$ cat src/rtl/ram_player.sv
// Streams a window of the simple dual-port RAM out on a valid/ready interface.
// Define RAM_PLAYER_LOOP_EN to add the `loop` port for continuous replay of the window.
module ram_player #(
  parameter int DATA_WIDTH = 8,
  parameter int DEPTH_LOG2 = 4
) (
  input  logic                  clk,
  input  logic                  reset,
  input  logic                  start,
  input  logic [DEPTH_LOG2-1:0] start_addr,
  input  logic [DEPTH_LOG2:0]   length,
  input  logic                  abort,
  output logic [DEPTH_LOG2-1:0] rd_addr,
  input  logic [DATA_WIDTH-1:0] rd_data,
  output logic [DATA_WIDTH-1:0] out_data,
  output logic                  out_valid,
  input  logic                  out_ready,
  output logic                  busy,
  output logic                  done
`ifdef RAM_PLAYER_LOOP_EN
  ,
  input  logic                  loop
`endif
);

  typedef enum logic {
    IDLE = 1'b0,
    RUN  = 1'b1
  } state_t;

  state_t                  state_q, state_d;
  logic [DEPTH_LOG2-1:0]   addr_q, addr_d;
  logic [DEPTH_LOG2:0]     rem_q, rem_d;
  logic [DATA_WIDTH-1:0]   data_q, data_d;
  logic                    valid_q, valid_d;
  logic                    done_q, done_d;
  logic                    can_load;

`ifdef RAM_PLAYER_LOOP_EN
  logic                    loop_q, loop_d;
  logic [DEPTH_LOG2-1:0]   base_addr_q, base_addr_d;
  logic [DEPTH_LOG2:0]     base_len_q, base_len_d;
`endif

  assign can_load  = !valid_q || out_ready;
  assign rd_addr   = addr_q;
  assign out_data  = data_q;
  assign out_valid = valid_q;
  assign busy      = (state_q == RUN);
  assign done      = done_q;

  always_comb begin
    state_d = state_q;
    addr_d  = addr_q;
    rem_d   = rem_q;
    data_d  = data_q;
    valid_d = valid_q;
    done_d  = 1'b0;
`ifdef RAM_PLAYER_LOOP_EN
    loop_d      = loop_q;
    base_addr_d = base_addr_q;
    base_len_d  = base_len_q;
`endif
    if (abort) begin
      state_d = IDLE;
      valid_d = 1'b0;
    end else begin
      case (state_q)
        IDLE: begin
          if (start) begin
            addr_d = start_addr;
            rem_d  = length;
`ifdef RAM_PLAYER_LOOP_EN
            loop_d      = loop;
            base_addr_d = start_addr;
            base_len_d  = length;
`endif
            if (length != '0) state_d = RUN;
            else              done_d  = 1'b1;
          end
        end
        RUN: begin
          if (can_load) begin
            if (rem_q != '0) begin
              data_d  = rd_data;
              valid_d = 1'b1;
              addr_d  = addr_q + 1'b1;
              rem_d   = rem_q - 1'b1;
`ifdef RAM_PLAYER_LOOP_EN
              // Reload while taking the last word so the next cycle already
              // addresses the window start: replay continues without a bubble.
              if (loop_q && rem_q == (DEPTH_LOG2+1)'(1)) begin
                addr_d = base_addr_q;
                rem_d  = base_len_q;
              end
`endif
            end else if (valid_q) begin
              valid_d = 1'b0;
              state_d = IDLE;
              done_d  = 1'b1;
            end
          end
        end
        default: state_d = IDLE;
      endcase
    end
  end

  always_ff @(posedge clk) begin
    if (reset) begin
      state_q <= IDLE;
      addr_q  <= '0;
      rem_q   <= '0;
      data_q  <= '0;
      valid_q <= 1'b0;
      done_q  <= 1'b0;
`ifdef RAM_PLAYER_LOOP_EN
      loop_q      <= 1'b0;
      base_addr_q <= '0;
      base_len_q  <= '0;
`endif
    end else begin
      state_q <= state_d;
      addr_q  <= addr_d;
      rem_q   <= rem_d;
      data_q  <= data_d;
      valid_q <= valid_d;
      done_q  <= done_d;
`ifdef RAM_PLAYER_LOOP_EN
      loop_q      <= loop_d;
      base_addr_q <= base_addr_d;
      base_len_q  <= base_len_d;
`endif
    end
  end

endmodule
$ cat config.mk
export PLATFORM = sky130hd
export DESIGN_NAME = ram_player
export DESIGN_NICKNAME = d
export VERILOG_FILES = /design/src/rtl/ram_player.sv
export SDC_FILE = /design/constraint.sdc
export NUM_CORES = 1
export LEC_CHECK = 0
export BUFFER_PORTS_ARGS = -buffer_cell sky130_fd_sc_hd__buf_4
export CAP_MARGIN = 0
export CELL_PAD_IN_SITES_DETAIL_PLACEMENT = 1
export CELL_PAD_IN_SITES_GLOBAL_PLACEMENT = 1
export CORE_UTILIZATION = 30
export CTS_BUF_LIST = sky130_fd_sc_hd__clkbuf_2
export DETAILED_ROUTE_END_ITERATION = 6
export PLACE_DENSITY_LB_ADDON = 0.15
export SYNTH_ARGS = -nofsm -noshare
export SYNTH_HDL_FRONTEND = slang
export SYNTH_SLANG_ARGS = --single-unit
$ cat constraint.sdc
create_clock -name clk -period 3.35 [get_ports clk]
set_clock_uncertainty 0.1 [all_clocks]
set_input_delay 0.335 -clock clk [delete_from_list [all_inputs] [get_ports clk]]
set_output_delay 0.335 -clock clk [all_outputs]
set_load 0.02 [all_outputs]
==> impl_results.md, run 1 <==
- Fin crit period: 2.33 ns
- Number of vias in the routed layout: 918
- Pleak: 0.542 nW
- CTS H-tree lvls: 1
- Critical path class: reg2reg
- First-pass GRT wire length: 4.18 mm
- Syn Nets: 129
- DRT antenna net count: 0
- Area Overhead vs Synth: 36.5%
- Startpoint Class: register
- Sink Count: 20
- GRT Total Usage: 0.163
- Port Buf Inserts: 36
- Crit share post-route: 0.695
- Req. time, crit path: 3.51 ns
- Root Buffer: clkbuf_2
- Die Wd: 58.9 um
- Setup WS post-layout: 1.02 ns
- Crit-path slowest cell: a2111oi_4
- DR WL/cell: 14.3 um
- CTS Buf Count: 3
- Buffer levels on the longest clock path: 2
- GRT Residual Overflow: 0
- Worst EP arrival: 2.48 ns
- Die footprint: 0.00346 sq mm
- Worst Setup End Kind: register
- Post-DR vias/cell: 4.99
- Synth Register Bits: 20
- Sum Neg Setup Slack: 0 ns
- Area of the multi-input gates: 523 sq um
- Slew headroom: 0.492
- Total Routed Length: 2.64 mm
- DP HPWL: 1.90 mm
- Mapped Cells: 105
- CTS hold repair buffers: 0
- Syn Std Cell Area: 970 sq um
- Setup repair after global routing missed its margin: false
- TritonCTS clock tree: built
- Sequential share of the synthesized area: 0.413
- Fillers: 366
- Ratio of cells with drive above 1 in the final layout: 0.314
- Dpl cell area: 0.00128 sq mm
- Largest net degree at the start of global routing: 22
- Via count of the first global-routing pass: 933
- Post-synth EDFFs: 0
- Core area: 0.00305 sq mm
- Synth warn: 0
- Outcome: finished clean
- Highest cell delay on the worst timing path: 0.75 ns
- Final Hold Viols: 0
- First DRT Iteration DRCs: 20
- F_max: 430 MHz
- Worst VDD drop: 0.187 mV
- HP Class: in2reg
- Initial DRT Pass Iterations: 4
- Clk_lat worst skew: 0.33 ns
- Synth async-reset ratio: 0
- Pins Over Slew Limit: 0
- Pwr Density: 416 mW/mm^2
- GPL Wtd Cong: 0.773
- Die H: 58.9 um
- Clock-pin slew on the worst setup and hold paths: 0.22 ns
- Design Area, Final: 0.00132 sq mm
- Post-CTS setup buffer count: 0
- Sequential Area: 400 sq um
- Worst-path maximum fanout: 15
- Mean Syn Cell Area: 9.24 sq um
- Io pins: 37
- Antenna violations before repair: 0
- Worst slew pin tran: 0.762 ns
- Starting Density: 0.318
- Final nets: 165
- Final Setup Violations: 0
- DRC Markers: 0
- Place WS: 1.02 ns
- Max-cap violation count: 0
- Inserted Diodes: 0
- # rows: 20
- Synth Flop Type: dfxtp_1
- Post-cts gate resize count: 0
- Number of library cell types mapped by synthesis: 32
- Critical-path cell list: inv_1 -> a2111oi_4 -> mux2i_1 -> nor2_1
-- sequential cells by signal, indices dropped and copies added (netlist names) --
signal / count
busy: 1
rem_q: 5
out_data: 8
out_valid: 1
done: 1
rd_addr: 4
-- layout make-up --
type / instances / share of cell area
multi-input combinational: 73 / 0.395
sequential: 20 / 0.302
timing repair buffer: 37 / 0.210
tap: 44 / 0.0416
clock inverter: 1 / 0.0227
inverter: 6 / 0.0170
clock buffer: 3 / 0.0113
-- cell usage after synthesis, types with 2 or more instances --
cell type,instances,area share
or4_1,2,0.015
xnor2_1,2,0.018
nand2b_1,3,0.019
ha_1,2,0.026
a2bb2oi_1,3,0.027
mux2i_1,11,0.11
a211oi_1,3,0.023
nor3_1,3,0.015
dfxtp_1,20,0.41
o32ai_1,2,0.018
o21ai_0,2,0.010
inv_1,6,0.023
clkbuf_1,4,0.015
nand3_1,4,0.021
a21oi_1,4,0.021
nor2_1,18,0.070
-- worst max-delay path, delay by kind of cell (launching register included) --
kind,cells,cell delay (ns)
multiplexers,1,0.29
AND/OR/NAND/NOR,1,0.06
flip-flops,1,0.68
buffers and inverters,1,0.35
AO/OA/AOI/OAI,1,0.75
-- layout by cell type (no fill, tap or decap), types with 2 or more instances in the layout --
cell	count
a211oi_1	3
a21oi_1	4
a2bb2oi_1	3
buf_4	37
clkbuf_2	3
dfxtp_1	20
ha_1	2
inv_1	6
mux2i_1	11
nand2b_1	3
nand3_1	4
nor2_1	18
nor3_1	3
o21ai_0	2
o32ai_1	2
or4_1	2
xnor2_1	2
-- per-stage QoR --
stage,cells,util,total power [mW],hold WS [ns]
after global placement,180,0.419,0.365,0.366
after global routing,184,0.434,0.575,0.0856
final,184,0.434,0.550,0.112
after detailed placement,180,0.419,0.369,0.375
after CTS,184,0.434,0.559,0.0873
after floorplan,105,-,0.325,0.350
-- power by group --
part           total, mW  internal, mW  switching [mW]
sequential         0.262         0.249          0.0130
combinational      0.102        0.0515          0.0510
clock              0.186         0.103          0.0830
-- path summary, 6_finish.rpt --
| kind | from | to | slack (ns) | cells past startpoint |
|---|---|---|---|---|
| hold / removal | abort | out_valid | 0.11 | 2 |
| setup / recovery | busy | out_data[1] | 1.02 | 4 |
| hold reg to reg | rem_q[4] | rem_q[4] | 0.40 | 2 |
| setup reg to reg | busy | out_data[1] | 1.02 | 4 |
-- routing by layer --
layer  global-route usage  up-vias  wire length (um)
met2                0.271       22              1350
met1                0.207      443              1150
met3               0.0374        2               121
met4               0.0510        0                18
met5                    0        -                 0
li1                     -      451                 -
-- kinds of logic (layout without fill, tap and decap cells) --
| group | after synthesis | count (layout) | synth area share |
|---|---|---|---|
| fa+ha+maj | 2 | 2 | 0.0258 |
| flops | 20 | 20 | 0.413 |
| buf+inv | 12 | 47 | 0.0477 |
| simple gates | 35 | 35 | 0.183 |
| mux | 11 | 11 | 0.114 |
| compound gates | 23 | 23 | 0.199 |
| xor+xnor | 2 | 2 | 0.0181 |
(Power assumes the default switching activity.)
==> run 2: changes to the inputs <==
--- a/config.mk
+++ b/config.mk
@@ -5,6 +5,7 @@
 export SDC_FILE = /design/constraint.sdc
 export NUM_CORES = 1
 export LEC_CHECK = 0
+export ABC_AREA = 1
 export BUFFER_PORTS_ARGS = -buffer_cell sky130_fd_sc_hd__buf_4
 export CAP_MARGIN = 0
 export CELL_PAD_IN_SITES_DETAIL_PLACEMENT = 1
==> constraint.sdc (replaced) <==
create_clock -name clk -period 2.4 [get_ports clk]
set_clock_uncertainty 0.1 [all_clocks]
set_input_delay 0.24 -clock clk [delete_from_list [all_inputs] [get_ports clk]]
set_output_delay 0.24 -clock clk [all_outputs]
set_load 0.02 [all_outputs]
==> run 2 against run 1 <==
- worst hold slack lost 0.083 ns
- critical path depth is 4 higher
- area after synthesis rose by 15%
- combinational power grew 81%
- global-route usage increased by 0.31 points
- utilization grew 1.1 points
- non-clock buffer count is 5 higher
- first-iteration DRC count rose by 140%
- count of clock-buffer cells in the layout did not move
- sequential share of layout area is 4.1 points lower
- fmax is 44% higher
- setup slack lost 0.23 ns
- largest power group unchanged
==> impl_results.md, run 2 <==
- Number of vias in the routed layout: 1163 (+27%)
- Die footprint: 0.00398 sq mm (+15%)
- Sum Neg Setup Slack: 0 ns (unchanged)
- Io pins: 37 (unchanged)
- Final Hold Viols: 0 (unchanged)
- Share of the synthesized area in the top cell type: 0.358 (-0.0554)
- Mean Syn Cell Area: 7.00 sq um (-24%)
- Via count of the first global-routing pass: 1205 (+29%)
- F_max: 621 MHz (+44%)
- Switching pwr: 0.238 mW (+62%)
- Die Wd: 63.1 um (+7.2%)
- Post-synth EDFFs: 0 (unchanged)
- Total Routed Length: 3.04 mm (+15%)
- Sink Count: 20 (unchanged)
- HP Class: in2reg
- Synth Register Bits: 20 (unchanged)
- Crit-path slowest cell: dfxtp_1
- Max-cap violation count: 0 (unchanged)
- Combinational power share: 0.227 (+0.041)
- Area Overhead vs Synth: 36.8%
- Top-count cell post-synth: nand2_1
- Sw Ratio: 0.293 (+0.0260)
- Largest net degree at the start of global routing: 18 (-18%)
- Slew headroom: 0.668 (+0.176)
- Initial DRT Pass Iterations: 3 (-1)
- Synth warn: 0 (unchanged)
- Worst EP arrival: 1.79 ns (-0.69 ns)
- Port Buf Inserts: 36 (unchanged)
- Worst VDD drop: 0.251 mV (+34%)
- Worst slew pin tran: 0.498 ns (-0.264 ns)
- Syn Std Cell Area: 0.00112 sq mm (+15%)
- # rows: 21 (+5.0%)
- Critical-path cell list: inv_6 -> nand2_4 -> nand2_4 -> nor2_8 -> nand2_4 -> inv_2 -> nor2_1 -> nor2_1
- Synth Flop Type: dfxtp_1
- Clock-pin slew on the worst setup and hold paths: 0.22 ns (about the same)
- Most common cell after layout, fill and taps aside: nand2_1
- Worst path most repeated cell: nand2_4
- Final Util: 0.445 (+0.0113)
- Setup repair after global routing missed its margin: false
- Buffer levels on the longest clock path: 2 (unchanged)
- Fin crit period: 1.61 ns (-0.716 ns)
- Syn Nets: 184 (+43%)
- Outcome: finished clean
- First-pass GRT wire length: 5.23 mm (+25%)
- Synth top cells by count: nand2_1, nor2_1, dfxtp_1
- GPL Wtd Cong: 0.806 (+4.3%)
- CTS Buf Count: 3 (unchanged)
- Pins Over Slew Limit: 0 (unchanged)
- Req. time, crit path: 2.58 ns (-0.93 ns)
- Synth top area cells: dfxtp_1, nand2_1, nor2_1
- Die H: 63.1 um (+7.2%)
- Mapped Cells: 160 (+52%)
- Design Area, Final: 0.00153 sq mm (+16%)
- DR WL/cell: 12.2 um (-15%)
- DRC Markers: 0 (unchanged)
- Final Setup Violations: 0 (unchanged)
- CTS H-tree lvls: 1 (unchanged)
- Synth async-reset ratio: 0 (unchanged)
- Final nets: 228 (+38%)
- GRT Residual Overflow: 0 (unchanged)
- DRT antenna net count: 0 (unchanged)
- GRT Total Usage: 0.166 (+0.00306)
- Int Power: 0.575 mW (+43%)
- Area leader, netlist: dfxtp_1
- TritonCTS clock tree: built
- Core area: 0.00344 sq mm (+13%)
- Inserted Diodes: 0 (unchanged)
- Number of library cell types mapped by synthesis: 24 (-25%)
- Starting Density: 0.325 (+0.00771)
- Sequential share of the synthesized area: 0.358 (-0.0554)
- Startpoint Class: register
- Clock Power Share: 0.319 (-0.019)
- Worst Setup End Kind: register
- Sequential share of power: 0.454 (-0.022)
- Clk_lat worst skew: 0.33 ns (about the same)
- First DRT Iteration DRCs: 48 (+140%)
- Dpl cell area: 0.00143 sq mm (+12%)
- Post-DR vias/cell: 4.67 (-6.4%)
- Critical path class: reg2reg
- Max FFs per register: 8 (unchanged)
- Pwr Density: 531 mW/mm^2 (+28%)
- Worst-path maximum fanout: 17 (+2)
- Most frequent cells in the layout: nand2_1, buf_4, nor2_1
- Pleak: 0.745 nW (+38%)
- Ratio of cells with drive above 1 in the final layout: 0.276 (-0.0384)
- DP HPWL: 2.29 mm (+21%)
- Root Buffer: clkbuf_2
- Antenna violations before repair: 0 (unchanged)
- Highest cell delay on the worst timing path: 0.68 ns (-0.07 ns)
- Crit share post-route: 0.671 (-0.0235)
run 2: changes by cell type after synthesis, moves of 4 or more:
| cell | before | now |
|---|---|---|
| a21oi_1 | 4 | 12 |
| inv_1 | 6 | 10 |
| nand2_1 | 1 | 50 |
| nor2_1 | 18 | 26 |
| nand3b_1 | 0 | 4 |
| nand3_1 | 4 | 8 |
| nand2_4 | 0 | 4 |
| mux2i_1 | 11 | 0 |
| clkbuf_1 | 4 | 0 |
run 2: final timing paths:
check / from / to / slack, ns / depth (start not counted)
setup reg to reg: busy / rd_addr[0] / 0.79 / 8
hold reg to reg: out_data[0] / out_data[0] / 0.39 / 2
setup / recovery: busy / rd_addr[0] / 0.79 / 8
hold / removal: rd_data[4] / out_data[4] / 0.03 / 3
run 2: timing repair:
action                                 in CTS  in global routing
setup buffers                               0                  0
resized for setup                           0                  0
endpoints found under the hold margin       8                  1
hold buffers                                5                  1
run 2: per-layer routing:
metal	global-route usage	wire [um]
met5	0	0
met4	0.0523	29
met3	0.0435	108
met2	0.315	1600
met1	0.174	1300
run 2: area by class of cell:
type                    instances  area, sq um
multi-input cells             123          641
clock buffers                   3         15.0
inverters                      14         57.6
clock inverters                 1         30.0
repair buffers                 42          330
flip-flops and latches         20          400
fillers                       441         1910
well taps                      46         57.6
run 2: through the flow:
step | instances | power (mW) | setup slack (ns) | hold WS (ns)
final | 249 | 0.814 | 0.789 | 0.0295
after global routing | 249 | 0.862 | 0.637 | 0.00871
after CTS | 248 | 0.825 | 0.768 | 0.000840
after detailed placement | 239 | 0.555 | 0.801 | 0.360
after global placement | 239 | 0.552 | 0.874 | 0.354
after floorplan | 160 | 0.486 | 1.04 | 0.283
run 2: logic make-up (layout without fill, tap and decap cells):
family / count (synthesis) / count (layout) / share of synthesized area
AO/OA/AOI/OAI: 19 / 19 / 0.0972
AND/OR/NAND/NOR: 102 / 102 / 0.453
buffers and inverters: 17 / 60 / 0.0704
flip-flops: 20 / 20 / 0.358
adder cells (fa/ha/maj): 2 / 2 / 0.0223
run 2: power groups by stage:
stage	clock network (mW)	registers [mW]	logic (mW)
after global placement	0	0.376	0.177
after floorplan	0	0.381	0.105
after CTS	0.269	0.369	0.187
after global routing	0.282	0.372	0.207
after detailed placement	0	0.376	0.180
final	0.260	0.369	0.185
run 2: critical path: cells and delay by family (launching register included):
family,cells,cell delay [ns]
flops,1,0.68
simple gates,6,0.53
buf+inv,2,0.25
==> run 3: changes to the inputs <==
--- a/config.mk
+++ b/config.mk
@@ -5,7 +5,7 @@
 export SDC_FILE = /design/constraint.sdc
 export NUM_CORES = 1
 export LEC_CHECK = 0
-export ABC_AREA = 1
+export ABC_AREA = 0
 export BUFFER_PORTS_ARGS = -buffer_cell sky130_fd_sc_hd__buf_4
 export CAP_MARGIN = 0
 export CELL_PAD_IN_SITES_DETAIL_PLACEMENT = 1
==> constraint.sdc (replaced) <==
create_clock -name clk -period 1.4 [get_ports clk]
set_clock_uncertainty 0.1 [all_clocks]
set_input_delay 0.14 -clock clk [delete_from_list [all_inputs] [get_ports clk]]
set_output_delay 0.14 -clock clk [all_outputs]
set_load 0.02 [all_outputs]
==> run 3 against run 2 <==
- flip-flop and latch count unchanged
- largest cell class is now non-clock buffers
- design area grew 17%
- the run now ends with negative setup slack left
- wire length up 12%
- register-to-register slack worse by 1.1 ns
==> impl_results.md, run 3 (synthesis results as in run 1) <==
- Outcome: finished with violations
- Failing checks: negative setup slack
- Buffer levels on the longest clock path: 2 (unchanged)
- Root Buffer: clkbuf_2
- Number of vias in the routed layout: 1095 (-5.8%)
- RR Endpoint: out_data[3]
- Worst VDD drop: 0.511 mV (+100%)
- HP Class: in2reg
- Via count of the first global-routing pass: 1179 (-2.2%)
- Sum Neg Setup Slack: -5.84 ns (-5.84 ns)
- Die Wd: 58.9 um (-6.7%)
- Die H: 58.9 um (-6.7%)
- Port Buf Inserts: 36 (unchanged)
- Pwr Density: 839 mW/mm^2 (+58%)
- Initial DRT Pass Iterations: 3 (unchanged)
- Clock-pin slew on the worst setup and hold paths: 0.22 ns (about the same)
- Area Overhead vs Synth: 84.5%
- Worst slew pin tran: 0.323 ns (-0.175 ns)
- Met2 Usage GRT: 0.373 (+0.0589)
- DP HPWL: 2.14 mm (-6.6%)
- Post-DR vias/cell: 4.93 (+5.6%)
- Pleak: 0.757 nW (+1.5%)
- Setup repair after global routing missed its margin: true
- Hold Startpoint: abort
- Total Routed Length: 3.40 mm (+12%)
- Max-cap violation count: 0 (unchanged)
- DR WL/cell: 15.3 um (+26%)
- F_max: 568 MHz (-8.5%)
- TritonCTS clock tree: built
- Most common cell after layout, fill and taps aside: buf_4
- Setup WS post-layout: -0.360 ns (-1.15 ns)
- GRT Residual Overflow: 0 (unchanged)
- CTS H-tree lvls: 1 (unchanged)
- Hold Slack: 0.0413 ns (+0.0118 ns)
- Critical R2R Launch: rem_q[0]
- CTS Buf Count: 3 (unchanged)
- GRT Total Usage: 0.221 (+0.0554)
- Antenna violations before repair: 0 (unchanged)
- Crit share post-route: 1.26 (+0.586)
- Worst Hold Path EP: rem_q[4]
- Req. time, crit path: 1.59 ns (-0.99 ns)
- R2R depth: 8 (unchanged)
- Starting Density: 0.318 (-0.00771)
- Critical path class: reg2reg
- GPL Wtd Cong: 0.751 (-6.9%)
- Final Hold Viols: 0 (unchanged)
- Worst Setup End Kind: register
- First-pass GRT wire length: 5.60 mm (+7.0%)
- R2r setup slk: -0.36 ns (-1.15 ns)
- Met1 usage: 0.261 (+0.0869)
- Die footprint: 0.00346 sq mm (-13%)
- Worst EP arrival: 1.95 ns (+0.16 ns)
- Fin crit period: 1.76 ns (+0.149 ns)
- DRC Markers: 0 (unchanged)
- Design Area, Final: 0.00179 sq mm (+17%)
- Ratio of cells with drive above 1 in the final layout: 0.472 (+0.196)
- Global route hottest layer: met2
- DRT antenna net count: 0 (unchanged)
- Most frequent cells in the layout: buf_4, nor2_1, dfxtp_1
- Inserted Diodes: 0 (unchanged)
- Largest net degree at the start of global routing: 22 (+4)
- Dpl cell area: 0.00144 sq mm (+0.61%)
- Startpoint Class: register
- Sink Count: 20 (unchanged)
- Io pins: 37 (unchanged)
- Slew headroom: 0.784 (+0.117)
- Clk_lat worst skew: 0.36 ns (+0.03 ns)
- Core area: 0.00305 sq mm (-11%)
- Final Setup Violations: 20 (+20)
- Final Non-Filler Cells: 222 (-11%)
- Max FFs per register: 8 (unchanged)
- Worst-path maximum fanout: 8 (-9)
- Pins Over Slew Limit: 0 (unchanged)
- Hold depth: 4 (+1)
- Final nets: 203 (-11%)
- First DRT Iteration DRCs: 19 (-60%)
- Met3 track demand over resource: 0.0374 (-0.00612)
- DP Cell Count: 195 (-18%)
- # rows: 20 (-4.8%)
[run 3: timing repair]
item / in CTS / in global routing
hold buffers: 15 / 0
endpoints found under the hold margin: 20 / 0
gates resized for setup: 12 / 8
cloned: 1 / 0
buffers inserted: 5 / 3
setup endpoints to repair: 20 / 21
pin swaps: 4 / 9
[run 3: where the power goes]
part / total [mW] / leakage [nW] / switching, mW / internal (mW)
registers: 0.619 / 0.164 / 0.0240 / 0.595
logic: 0.425 / 0.566 / 0.184 / 0.241
clock network: 0.457 / 0.0266 / 0.211 / 0.246
[run 3: worst max-delay path by stage]
stage | from | slack, ns | endpoint | cells past startpoint
after floorplan | rem_q[1] | -0.38 | out_data[0] | 6
after global placement | rem_q[1] | -0.31 | rd_addr[2] | 7
after detailed placement | rem_q[0] | -0.34 | rd_addr[2] | 7
after CTS | rem_q[0] | -0.33 | out_data[4] | 8
after global routing | rem_q[0] | -0.45 | rem_q[3] | 7
final | rem_q[0] | -0.36 | out_data[3] | 8
[run 3: metrics by stage]
stage               utilization  worst slack (ns)  power [mW]
finish                    0.586            -0.360        1.50
global route              0.586            -0.448        1.57
CTS                       0.570            -0.329        1.49
detailed placement        0.470            -0.338       0.938
global placement          0.470            -0.307       0.925
floorplan                     -            -0.376       0.795
[run 3: final cells by class]
| type | count | area [sq um] |
|---|---|---|
| Multi-Input combinational cell | 73 | 628 |
| Inverter | 6 | 22.5 |
| Tap cell | 44 | 55.1 |
| Timing Repair Buffer | 75 | 632 |
| Fill cell | 366 | 1260 |
| Clock inverter | 1 | 30.0 |
| Clock buffer | 3 | 15.0 |
| Sequential cell | 20 | 407 |
[run 3: worst max-delay path, stage by stage (launching register included)]
cell and delay, ns:
dfxtp_2 0.39, inv_2 0.06, ha_4 0.15, nor4b_4 0.13, buf_4 0.16, a2111oi_4 0.25
buf_12 0.18, mux2i_1 0.21, nor2_1 0.06
[run 3: routing by layer]
layer | up-vias | wire length, um
li1 | 530 | -
met1 | 538 | 1500
met2 | 19 | 1750
met3 | 8 | 68
met4 | 0 | 81
met5 | - | 0
